--- src/rtl/spi_rx_pkg.sv ---
// rtl/spi_rx_pkg.sv - shared widths, constants and shift helper for the SPI byte receiver
package spi_rx_pkg;

  localparam int BYTE_W   = 8;
  localparam int BITCNT_W = 3;

  // Value shifted out on MISO when the host has no reply byte queued.
  localparam logic [BYTE_W-1:0] IDLE_FILL = 8'hFF;

  // Bit index of the last bit in a frame (counter wraps after it).
  localparam logic [BITCNT_W-1:0] BIT_LAST = '1;

  // MSB-first shift: drop the top bit, append the new bit at the bottom.
  function automatic logic [BYTE_W-1:0] shift_in(input logic [BYTE_W-1:0] cur,
                                                  input logic              bit_in);
    return {cur[BYTE_W-2:0], bit_in};
  endfunction

endpackage

--- src/rtl/spi_rx_fifo.sv ---
// rtl/spi_rx_fifo.sv - synchronous byte FIFO with registered-pointer head read
module spi_rx_fifo
  import spi_rx_pkg::*;
#(
  parameter int DEPTH = 4
) (
  input  logic                    clk,
  input  logic                    rst,
  input  logic                    push,
  input  logic [BYTE_W-1:0]       push_data,
  input  logic                    pop,
  output logic [BYTE_W-1:0]       head_data,
  output logic                    full,
  output logic                    empty,
  output logic [$clog2(DEPTH):0]  count
);

  localparam int IDX_W = $clog2(DEPTH);

  logic [BYTE_W-1:0] mem [DEPTH];
  logic [IDX_W:0]    wr_ptr;
  logic [IDX_W:0]    rd_ptr;
  logic              wr_en;
  logic              rd_en;

  // Status flags from the extra pointer bit; a write into a full FIFO is
  // allowed only when a read frees the head slot in the same cycle.
  always_comb begin
    count     = wr_ptr - rd_ptr;
    empty     = (wr_ptr == rd_ptr);
    full      = (wr_ptr[IDX_W] != rd_ptr[IDX_W]) &&
                (wr_ptr[IDX_W-1:0] == rd_ptr[IDX_W-1:0]);
    rd_en     = pop & ~empty;
    wr_en     = push & (~full | rd_en);
    head_data = mem[rd_ptr[IDX_W-1:0]];
  end

  // Pointer advance; reset empties the FIFO.
  always_ff @(posedge clk) begin
    if (rst) begin
      wr_ptr <= '0;
      rd_ptr <= '0;
    end else begin
      if (wr_en) wr_ptr <= wr_ptr + 1'b1;
      if (rd_en) rd_ptr <= rd_ptr + 1'b1;
    end
  end

  // Storage write; contents need no reset since empty masks them.
  always_ff @(posedge clk) begin
    if (wr_en) mem[wr_ptr[IDX_W-1:0]] <= push_data;
  end

endmodule

--- src/rtl/spi_byte_receiver.sv ---
// rtl/spi_byte_receiver.sv - SPI peripheral endpoint: MOSI deserializer, byte FIFO, MISO reply shifter
module spi_byte_receiver
  import spi_rx_pkg::*;
#(
  parameter int DEPTH        = 4,
  parameter int IDLE_TIMEOUT = 64
) (
  input  logic                    clk,
  input  logic                    rst,
  input  logic                    IN_SPI_clk,
  input  logic                    IN_SPI_mosi,
  output logic                    OUT_SPI_miso,
  output logic [BYTE_W-1:0]       OUT_data,
  output logic                    OUT_valid,
  input  logic                    IN_ready,
  output logic [$clog2(DEPTH):0]  OUT_count,
  output logic                    OUT_overflow,
  input  logic                    IN_clrOverflow,
  output logic                    OUT_frameErr,
  input  logic [BYTE_W-1:0]       IN_txByte,
  input  logic                    IN_txValid,
  output logic                    OUT_txReady
);

  localparam int IDLE_W = $clog2(IDLE_TIMEOUT);
  localparam logic [IDLE_W-1:0] IDLE_LAST = IDLE_W'(IDLE_TIMEOUT - 1);

  // Sampled pins and edge detect
  logic sclk_q;
  logic sclk_p;
  logic mosi_q;
  logic rise;
  logic fall;

  // Receive state
  logic [BITCNT_W-1:0] bit_cnt;
  logic [BYTE_W-1:0]   rx_shift;
  logic [IDLE_W-1:0]   idle_cnt;
  logic                timeout;
  logic                frame_start;

  // FIFO interface
  logic                push;
  logic [BYTE_W-1:0]   push_data;
  logic                pop;
  logic                fifo_full;
  logic                fifo_empty;

  // Transmit state
  logic [BYTE_W-1:0]   tx_hold;
  logic                tx_full;
  logic [BYTE_W-1:0]   tx_shift;
  logic                tx_load;

  // Status registers
  logic                overflow;
  logic                frame_err;

  // Register SCLK/MOSI once and keep the previous SCLK for edge detection.
  always_ff @(posedge clk) begin
    if (rst) begin
      sclk_q <= 1'b0;
      sclk_p <= 1'b0;
      mosi_q <= 1'b0;
    end else begin
      sclk_q <= IN_SPI_clk;
      sclk_p <= sclk_q;
      mosi_q <= IN_SPI_mosi;
    end
  end

  // Edge strobes, frame events and the idle-timeout condition; a rise in
  // the timeout cycle wins so a late-but-valid clock is never discarded.
  always_comb begin
    rise        = sclk_q & ~sclk_p;
    fall        = ~sclk_q & sclk_p;
    frame_start = rise && (bit_cnt == '0);
    push        = rise && (bit_cnt == BIT_LAST);
    push_data   = shift_in(rx_shift, mosi_q);
    timeout     = !rise && (bit_cnt != '0) && (idle_cnt == IDLE_LAST);
    pop         = OUT_valid & IN_ready;
    tx_load     = IN_txValid & ~tx_full;
  end

  // Deserializer: shift on each rise, abandon a partial frame on timeout.
  always_ff @(posedge clk) begin
    if (rst) begin
      rx_shift <= '0;
      bit_cnt  <= '0;
    end else if (rise) begin
      rx_shift <= push_data;
      bit_cnt  <= bit_cnt + 1'b1;
    end else if (timeout) begin
      rx_shift <= '0;
      bit_cnt  <= '0;
    end
  end

  // Idle counter: held at zero between frames, saturates mid-frame.
  always_ff @(posedge clk) begin
    if (rst) begin
      idle_cnt <= '0;
    end else if (rise || (bit_cnt == '0)) begin
      idle_cnt <= '0;
    end else if (idle_cnt != IDLE_LAST) begin
      idle_cnt <= idle_cnt + 1'b1;
    end
  end

  // One-cycle frame error pulse, registered from the timeout condition.
  always_ff @(posedge clk) begin
    if (rst) frame_err <= 1'b0;
    else     frame_err <= timeout;
  end

  // Sticky overflow: set when a push is refused; setting beats clearing.
  always_ff @(posedge clk) begin
    if (rst) begin
      overflow <= 1'b0;
    end else if (push && fifo_full && !pop) begin
      overflow <= 1'b1;
    end else if (IN_clrOverflow) begin
      overflow <= 1'b0;
    end
  end

  // Reply holding register; a byte loaded at frame start waits for the next frame.
  always_ff @(posedge clk) begin
    if (rst) begin
      tx_hold <= '0;
      tx_full <= 1'b0;
    end else if (tx_load) begin
      tx_hold <= IN_txByte;
      tx_full <= 1'b1;
    end else if (frame_start) begin
      tx_full <= 1'b0;
    end
  end

  // MISO shifter: load at frame start, advance on each fall, idle fill otherwise.
  always_ff @(posedge clk) begin
    if (rst) begin
      tx_shift <= IDLE_FILL;
    end else if (frame_start) begin
      tx_shift <= tx_full ? tx_hold : IDLE_FILL;
    end else if (fall) begin
      tx_shift <= shift_in(tx_shift, 1'b1);
    end else if (timeout) begin
      tx_shift <= IDLE_FILL;
    end
  end

  spi_rx_fifo #(
    .DEPTH (DEPTH)
  ) u_fifo (
    .clk       (clk),
    .rst       (rst),
    .push      (push),
    .push_data (push_data),
    .pop       (pop),
    .head_data (OUT_data),
    .full      (fifo_full),
    .empty     (fifo_empty),
    .count     (OUT_count)
  );

  // Output mapping
  always_comb begin
    OUT_valid    = ~fifo_empty;
    OUT_SPI_miso = tx_shift[BYTE_W-1];
    OUT_overflow = overflow;
    OUT_frameErr = frame_err;
    OUT_txReady  = ~tx_full;
  end

endmodule
--- config.mk ---
export PLATFORM = sky130hd
export DESIGN_NAME = spi_byte_receiver
export DESIGN_NICKNAME = d
export VERILOG_FILES = /design/src/rtl/spi_rx_pkg.sv /design/src/rtl/spi_rx_fifo.sv /design/src/rtl/spi_byte_receiver.sv
export SDC_FILE = /design/constraint.sdc
export NUM_CORES = 1
export LEC_CHECK = 0
export BUFFER_PORTS_ARGS = -buffer_cell sky130_fd_sc_hd__buf_2
export CAP_MARGIN = 20
export CORE_ASPECT_RATIO = 1.2
export CORE_MARGIN = 2
export CORE_UTILIZATION = 35
export CTS_CLUSTER_DIAMETER = 150
export DETAILED_ROUTE_END_ITERATION = 8
export PLACE_DENSITY = 0.5
export SLEW_MARGIN = 20
export SYNTH_ARGS = -nofsm -noshare
export SYNTH_HDL_FRONTEND = slang
export SYNTH_SLANG_ARGS = --single-unit
--- constraint.sdc ---
create_clock -name clk -period 2.95 [get_ports clk]
set_input_delay 0.1475 -clock clk [delete_from_list [all_inputs] [get_ports clk]]
set_output_delay 0.1475 -clock clk [all_outputs]
set_load 0.005 [all_outputs]
Word level (Yosys, flattened, before mapping)
Memories as Yosys holds them, arrays and structs flattened. A register that Yosys moved wholly into a read port is not among the register bits.
Cells that the tools add are included.
{"block": "totals", "register_bits": 44, "word_cells": 70, "latchBits": 0, "mem_bits_rw": 32, "mem_bits_ro": 0, "n_memories": 1}
{"name": "u_fifo.mem", "words": 4, "width": 8, "rd": 1, "rd_ports_with_merged_regs": 1, "wr": 1, "line_no": "spi_rx_fifo.sv:20", "rtl": "logic [BYTE_W-1:0] mem [DEPTH];"}
{"block": "classes", "eq_ne": 6, "mul": 0, "div": 0, "mux": 16, "magnitude_cmp": 0, "n_reduce_logical": 17, "add_sub_neg": 5, "bitwise": 12, "n_shift": 0}
{"op": "8-bit 2-to-1 mux", "n": 4}
{"op": "7-bit 2-to-1 mux", "n": 2}
{"op": "3-bit by 1-bit adder with 3-bit output (second input constant)", "n": 3}
{"op": "1-bit logical AND", "n": 7}
{"op": "6-bit by 1-bit adder with 6-bit output (second input constant)", "n": 1}
{"op": "1-bit AND", "n": 6}
{"op": "6-bit equality test (second input constant)", "n": 1}
{"op": "1-bit 2-to-1 mux", "n": 6}
{"op": "3-bit 2-to-1 mux", "n": 2}
{"op": "6-bit != test (second input constant)", "n": 1}
{"op": "2-bit nonzero test", "n": 3}
{"op": "3-bit nonzero test", "n": 2}
{"op": "1-bit inverter", "n": 5}
{"op": "2-bit 2-to-1 mux", "n": 2}
{"op": "3-bit equality test", "n": 1}
{"op": "3-bit equality test (second input constant)", "n": 1}
{"op": "3-bit zero test", "n": 1}
{"op": "3-bit subtractor", "n": 1}
{"op": "2-bit equality test", "n": 1}
{"op": "1-bit zero test", "n": 2}
{"op": "2-bit OR reduction", "n": 1}
{"op": "1-bit logical OR", "n": 1}
{"op": "1-bit != test", "n": 1}
{"op": "1-bit OR", "n": 1}

Depth between registers and ports, before layout
Gate-level depths: netlist (run 1).
{"block": "logic_depth", "ltp_word": 8, "mapped_depth": 6}

By module
A second synthesis (run 1) with hierarchy kept.
{"block": "hier_totals", "hier_cells": 251, "hier_area_um2": 3186.8}
{"module": "spi_rx_fifo", "area_per_inst_um2": 1670.4, "cells_per_inst": 97, "instances": 1}
{"module": "spi_byte_receiver", "area_per_inst_um2": 1516.5, "cells_per_inst": 154, "instances": 1}

Least setup slack after synthesis (run 1)
OpenSTA, ideal clock, no wires.
{"block": "synth_timing", "path_kind": "flip-flop to flip-flop", "start": "register u_fifo.wr_ptr[0]", "end": "memory u_fifo.mem[0][0] (enable)", "path_stages_with_launch": 6, "slack_ns": 1.240, "period_less_slack_ns": 1.710, "setup_time_ns": 0.277, "t_arrival_ns": 1.433, "path_cell_list": "dfxtp_1 inv_1 ha_1 nand2_1 o311a_4 and2_1"}
{"block": "synth_between", "elab_chain_len": 8}
{"item": "from (decl)", "line_no": "spi_rx_fifo.sv:21", "rtl": "logic [IDX_W:0] wr_ptr;"}
{"item": "from (signal assigned)", "line_no": "spi_rx_fifo.sv:44", "rtl": "if (wr_en) wr_ptr <= wr_ptr + 1'b1;"}
{"item": "3-bit equality test", "line_no": "spi_rx_fifo.sv:30", "rtl": "empty = (wr_ptr == rd_ptr);"}
{"item": "1-bit inverter", "line_no": "spi_rx_fifo.sv:33, spi_byte_receiver.sv:169"}
{"item": "1-bit AND", "line_no": "spi_byte_receiver.sv:81", "rtl": "pop = OUT_valid & IN_ready;"}
{"item": "1-bit AND", "line_no": "spi_rx_fifo.sv:33", "rtl": "rd_en = pop & ~empty;"}
{"item": "1-bit OR", "line_no": "spi_rx_fifo.sv:34", "rtl": "wr_en = push & (~full | rd_en);"}
{"item": "1-bit AND", "line_no": "spi_rx_fifo.sv:34"}
{"item": "1-bit 2-to-1 mux", "line_no": "spi_rx_fifo.sv:51", "rtl": "if (wr_en) mem[wr_ptr[IDX_W-1:0]] <= push_data;"}
{"item": "1-bit 2-to-1 mux (not written as such)", "line_no": "spi_rx_fifo.sv:51"}
{"item": "to (decl)", "line_no": "spi_rx_fifo.sv:20"}
Parallel ways exist; a longest one is shown, timed or not.

Worst setup path in the final report (run 1)
{"block": "layout_timing", "start": "register u_fifo.wr_ptr[0]", "end": "memory u_fifo.mem[1][7] (enable)"}
Same word-level chain as after synthesis.

==> results.toml, run 1 <==
[global_route]
grt_pass1_wl_um = 9121
grt_usage_pct = 11.96
antenna_found_initial = 0
grt_pass1_vias = 1867
grt_max_degree = 42
grt-ovfl-total = 0

[die]
start_util_pct = 36.05
rows = 37
fp.dieW_um = 89.97
io_pins = 31
dieArea_mm2 = 0.009642
die_h_um = 107.2
core_mm2 = 0.008611

[detailed_routing]
dr.first_iter.drc_count = 49
dr.pass1.iters = 4
wl_per_cell_um = 13.36
ant_nets = 0
vias = 1864
viasPerCell = 4.648
drt_wl_total_um = 5359
drc = 0

[yosys]
yosys-mux-area-fraction_pct = 9.674
synth.most_common_cell = "dfxtp_1"
yosys-top-cells-area = "edfxtp_1 31%, dfxtp_1 30%, mux4_2 5.8%"
synth_top_family_by_area = "simple AND/OR/NAND/NOR gates"
ys_warn_count = 0
yosys.cell_types.count = 37
synth_area_mm2 = 0.003104
ys_seq_area_share_pct = 60.62
synth-xor-area-share_pct = 2.257
yosys.area_share.simple_pct = 10.96
synth_top_area_cell = "edfxtp_1"
yosys.area_share.adder_pct = 5.079
synth_compound_area_share_pct = 8.746
synth_top_area_share_pct = 30.96
synthFlopType = "dfxtp_1"
async_flop_share_pct = 0
syn_inst = 247
syn_nets = 274
synth-edff-count = 32
synth_common_cells = "46 x dfxtp_1, 38 x nor2_1, 32 x edfxtp_1"
syn_area_per_cell_um2 = 12.57
ys_seq_elements = 78

[worst_setup_path]
critPathMaxFanout = 8
cpPeakStageDelay_ns = 0.41
critPathKind = "reg -> reg"
cp.required_ns = 2.94
rr_worst_depth = 5
crit_slowest_cell = "dfxtp_1"
critPathCaptureType = "flip-flop"
cp.arrival_ns = 1.95
startpoint = "u_fifo.wr_ptr[0]"
cp_cell_sequence = "inv_1 > ha_1 > nand2_1 > o311a_4 > and2_1"
start_kind = "flip-flop"
regToRegStartpoint = "u_fifo.wr_ptr[0]"

[pwr]
leakage_uw = 0.001364
p_per_area_mw_per_mm2 = 588.2
seqPwrFrac_pct = 53.9
p_sw_share_pct = 21.30
intPower_uw = 1669
vdd_drop_max_uv = 245.3
comb_power_share_pct = 3.6
power.clock.fraction_pct = 42.6
p_total_uw = 2120
p_sw_uw = 451.6

[finish]
nFillCells = 843
stdcell_count = 401
final_area_mm2 = 0.003605
diodes = 0
multiInputGateArea_mm2 = 0.001140
seqCellArea_mm2 = 0.001882
drive_gt1_share_pct = 21.13
num-nets-final = 306
area_delta_synth_final_pct = 16.12

[clock_tree]
clk_latency_ns = 0.34
cts-root-buf = "clkbuf_8"
clk_path_buf_depth = 2
numCtsBuffers = 9
cts.reportedPaths.clkPinSlew_ns = 0.08
cts_tree = "done"
htreeDepth = 3
post_cts_buffers = 0
cts_resized = 0
cts.sinks = 78

[timing]
max_slew_margin_pct = 42.90
setup_violations = 0
fin_tns_setup_ns = 0
worst_slack_ns = 0.9957
layout_min_cycle_time_ns = 1.954
final_max_slew_viol_count = 0
fin_crit_sh_pct = 66.25
max_freq_mhz = 511.7
hold_violations = 0
rsz0062_at_grt = "no"
tightest_slew_ns = 0.8547
skew_ns = 0.008487

[worst_hold_path]
holdCritStartpoint = "IN_SPI_mosi"
min_path_cells = 2
min_path_type = "in -> reg"

[place]
dp_slack_ns = 1.000
dp_hpwl_um = 3609
dp_cells = 384
port-buffer-count = 30
gp_congestion = 0.7303
dpl_cell_area_mm2 = 0.003363

[flow_run]
drv_cap = 0

[status]
status = "complete, no violations"
[final cells by class]
type	instances	area share, %
clock buffers	10	3.818
multi-input cells	148	31.62
inverters	10	1.041
clock inverters	6	2.603
well taps	117	4.061
flip-flops and latches	78	52.20
repair buffers	32	4.651
[cell usage in the layout (no fill, tap or decap), types with 3 or more instances in the layout]
cell,instances
nand3_1,5
and2_1,3
nand2_1,5
dfxtp_1,46
nor2b_1,7
a22oi_1,15
xor2_1,4
clkbuf_8,10
mux4_2,8
inv_1,10
nor2_1,38
nand2b_1,4
buf_2,30
a21oi_1,5
ha_1,11
nor3_1,4
xnor2_1,4
mux2i_1,12
o22ai_1,7
edfxtp_1,32
[repair_timing]
action / 4_1_cts / 5_1_grt
endpoints found under the hold margin: 1 / 0
endpoints found under the setup margin: 0 / 0
hold buffers: 1 / 0
[routing by layer]
layer / global-route usage [%] / part of all wire, % / vias to the layer above
li1: - / - / 949
met1: 14.88 / 46 / 873
met3: 2.319 / 3.0 / 9
met2: 19.86 / 49 / 33
met5: 0 / 0 / -
met4: 6.264 / 1.8 / 0
[metrics by stage]
| stage | util (%) | hold slack [ns] |
|---|---|---|
| 2_1_floorplan | - | 0.2757 |
| 3_3_place_gp | 39.06 | 0.3716 |
| 3_5_place_dp | 39.06 | 0.3621 |
| 4_1_cts | 41.86 | 0.01852 |
| 5_1_grt | 41.86 | 0.02763 |
| 6_report | 41.86 | 0.02918 |
[critical path, delay by kind of cell (launching register included)]
family          cells  cell delay, ns
simple gates        2            0.55
flops               1            0.41
fa+ha+maj           1            0.31
compound gates      1            0.23
buf+inv             1            0.11
[state kept, by name, summed over array words and instances, names as in the netlist, 3 cells and up, named ones only]
name,count
bit_cnt,3
idle_cnt,6
rx_shift,7
tx_hold,8
tx_shift,8
u_fifo.mem,32
u_fifo.rd_ptr,3
u_fifo.wr_ptr,3
[worst paths after layout]
| path | to | slack (ns) |
|---|---|---|
| worst max-delay path | u_fifo.mem[1][7] | 1.0 |
| worst min-delay path | mosi_q | 0.03 |
| worst max register to register | u_fifo.mem[1][7] | 1.0 |
| worst min register to register | sclk_p | 0.48 |
[logic make-up (layout without fill, tap and decap cells)]
group                    after synthesis  after routing
flip-flops                            78             78
AND/OR/NAND/NOR                       72             72
AO/OA/AOI/OAI                         36             36
buffers and inverters                 21             58
multiplexers                          20             20
adder cells (fa/ha/maj)               12             12
XOR/XNOR                               8              8
[power by group through the flow]
stage / Clock (µW) / Sequential (µW) / Combinational [µW]
after floorplan: 0 / 1160 / 54.2
after global placement: 0 / 1170 / 74.9
after global routing: 966 / 1150 / 86.8
final: 902 / 1140 / 75.6
after CTS: 930 / 1140 / 77.7
after detailed placement: 0 / 1170 / 76.4
Note: power is estimated with default switching activity, not from simulation.
==> run 2, diff against run 1 <==
==> constraint.sdc (replaced) <==
create_clock -name clk -period 1.9 [get_ports clk]
set_input_delay 0.095 -clock clk [delete_from_list [all_inputs] [get_ports clk]]
set_output_delay 0.095 -clock clk [all_outputs]
set_load 0.005 [all_outputs]
==> run 2 against run 1 <==
Clock skew is 0.0081 ns higher. Non-clock buffer count is 17 higher. Die area stayed put. Flip-flop and latch count stayed put. Clock-buffer cell count is 1 lower. Worst setup slack worse by 0.87 ns. Fmax is 10% higher. Combinational power is 83% higher. Register-to-register slack worse by 0.87 ns. Routed wire length is 1.9% higher. Final cell count is 4.2% higher. Sequential power is 55% higher.
==> results.toml, run 2 (synthesized netlist as in run 1, its figures left out) <==
[global_route]
grt_usage_pct = 12.04
grt_pass1_wl_um = 9218
antenna_found_initial = 0
grt_pass1_vias = 1911
grt-ovfl-total = 0
grt_max_degree = 28

[worst_setup_path]
crit_buf_inv = 1
cp_cell_sequence = "inv_1 > ha_1 > nand2_1 > o311a_4 > and2_2"
critPathCaptureType = "flip-flop"
critPathKind = "reg -> reg"
cp.required_ns = 1.99
critPathTopFamily = "flip-flops"
start_kind = "flip-flop"
critPathMaxFanout = 8
crit_slowest_cell = "dfxtp_1"
cp.arrival_ns = 1.86
cpPeakStageDelay_ns = 0.41

[timing]
fin_tns_setup_ns = 0
layout_min_cycle_time_ns = 1.772
worst_slack_ns = 0.1280
final_max_slew_viol_count = 0
max_freq_mhz = 564.3
hold_violations = 0
setup_violations = 0
tightest_slew_ns = 0.4670
fin_crit_sh_pct = 93.26
skew_ns = 0.01662
max_slew_margin_pct = 68.77
rsz0062_at_grt = "no"

[clock_tree]
cts_tree = "done"
cts-root-buf = "clkbuf_8"
htreeDepth = 3
post_cts_buffers = 0
clk_path_buf_depth = 2
cts.sinks = 78
clk_latency_ns = 0.35
numCtsBuffers = 9
cts.reportedPaths.clkPinSlew_ns = 0.08

[detailed_routing]
drc = 0
dr.pass1.iters = 4
vias = 1948
drt_wl_total_um = 5459
ant_nets = 0
wl_per_cell_um = 13.06
dr.first_iter.drc_count = 64
viasPerCell = 4.660

[finish]
area_delta_synth_final_pct = 19.47
seqCellArea_mm2 = 0.001882
final_cell_mix = "46 x dfxtp_1, 38 x nor2_1, 32 x edfxtp_1"
num-nets-final = 323
layout_commonest_cell = "dfxtp_1"
diodes = 0
drive_gt1_share_pct = 23.26
utilization_pct = 43.07
multiInputGateArea_mm2 = 0.001144
nFillCells = 834
largest_reg_flops = 32

[die]
die_h_um = 107.2
rows = 37
io_pins = 31
core_mm2 = 0.008611
start_util_pct = 36.05
dieArea_mm2 = 0.009642
fp.dieW_um = 89.97

[worst_hold_path]
min_path_type = "in -> reg"

[pwr]
vdd_drop_max_uv = 356.5
p_per_area_mw_per_mm2 = 819.0
leakage_uw = 0.001415

[place]
dp_slack_ns = 0.02284
dp_hpwl_um = 3840
port-buffer-count = 30
gp_congestion = 0.7670

[flow_run]
drv_cap = 0

[status]
status = "complete, no violations"
run 2: worst register-to-register path, cell delays in order, from the launching register on:
cell and delay [ns]:
dfxtp_1 0.41, inv_1 0.06, ha_1 0.29, nand2_1 0.10, o311a_4 0.37, and2_2 0.29
run 2: worst paths after layout:
kind	from	endpoint	slack, ns	depth (start not counted)
max	u_fifo.rd_ptr[1]	u_fifo.mem[1][7]	0.13	5
min	IN_clrOverflow	OUT_overflow	0.06	4
max reg2reg	u_fifo.rd_ptr[1]	u_fifo.mem[1][7]	0.13	5
min reg2reg	sclk_q	sclk_p	0.47	1
run 2: through the flow:
stage / cell area, µm² / hold slack (ns) / std cells / power, µW
final: 3709 / 0.06328 / 418 / 3037
after global routing: 3709 / 0.08607 / 418 / 3171
after CTS: 3705 / 0.06662 / 418 / 3081
after detailed placement: 3416 / 0.3214 / 391 / 1937
after global placement: 3416 / 0.3254 / 391 / 1935
after floorplan: 3104 / 0.2232 / 247 / 1891
run 2: what timing repair did:
action / CTS / global route
setup endpoints to repair: 0 / 24
resized for setup: 0 / 3
hold buffers: 11 / 0
hold endpoints to repair: 11 / 0
run 2: per-layer routing:
metal  up-vias  wire, µm  share of wire [%]  GRT usage (%)
met2        30      2727                 50          20.94
li1        984         -                  -              -
met4         0        95                1.7          4.615
met5         -         0                  0              0
met3         9       154                2.8          3.373
met1       925      2481                 45          14.21
run 2: cell type report:
type | count | area share [%]
Sequential cell | 78 | 50.74
Multi-Input combinational cell | 148 | 30.84
Clock inverter | 7 | 1.484
Tap cell | 117 | 3.947
Clock buffer | 9 | 3.340
Timing Repair Buffer | 49 | 8.637
Inverter | 10 | 1.012
run 2: where the power goes:
part           internal, µW  switching (µW)
Clock                   487             637
Sequential             1760            18.8
Combinational          68.1            70.1
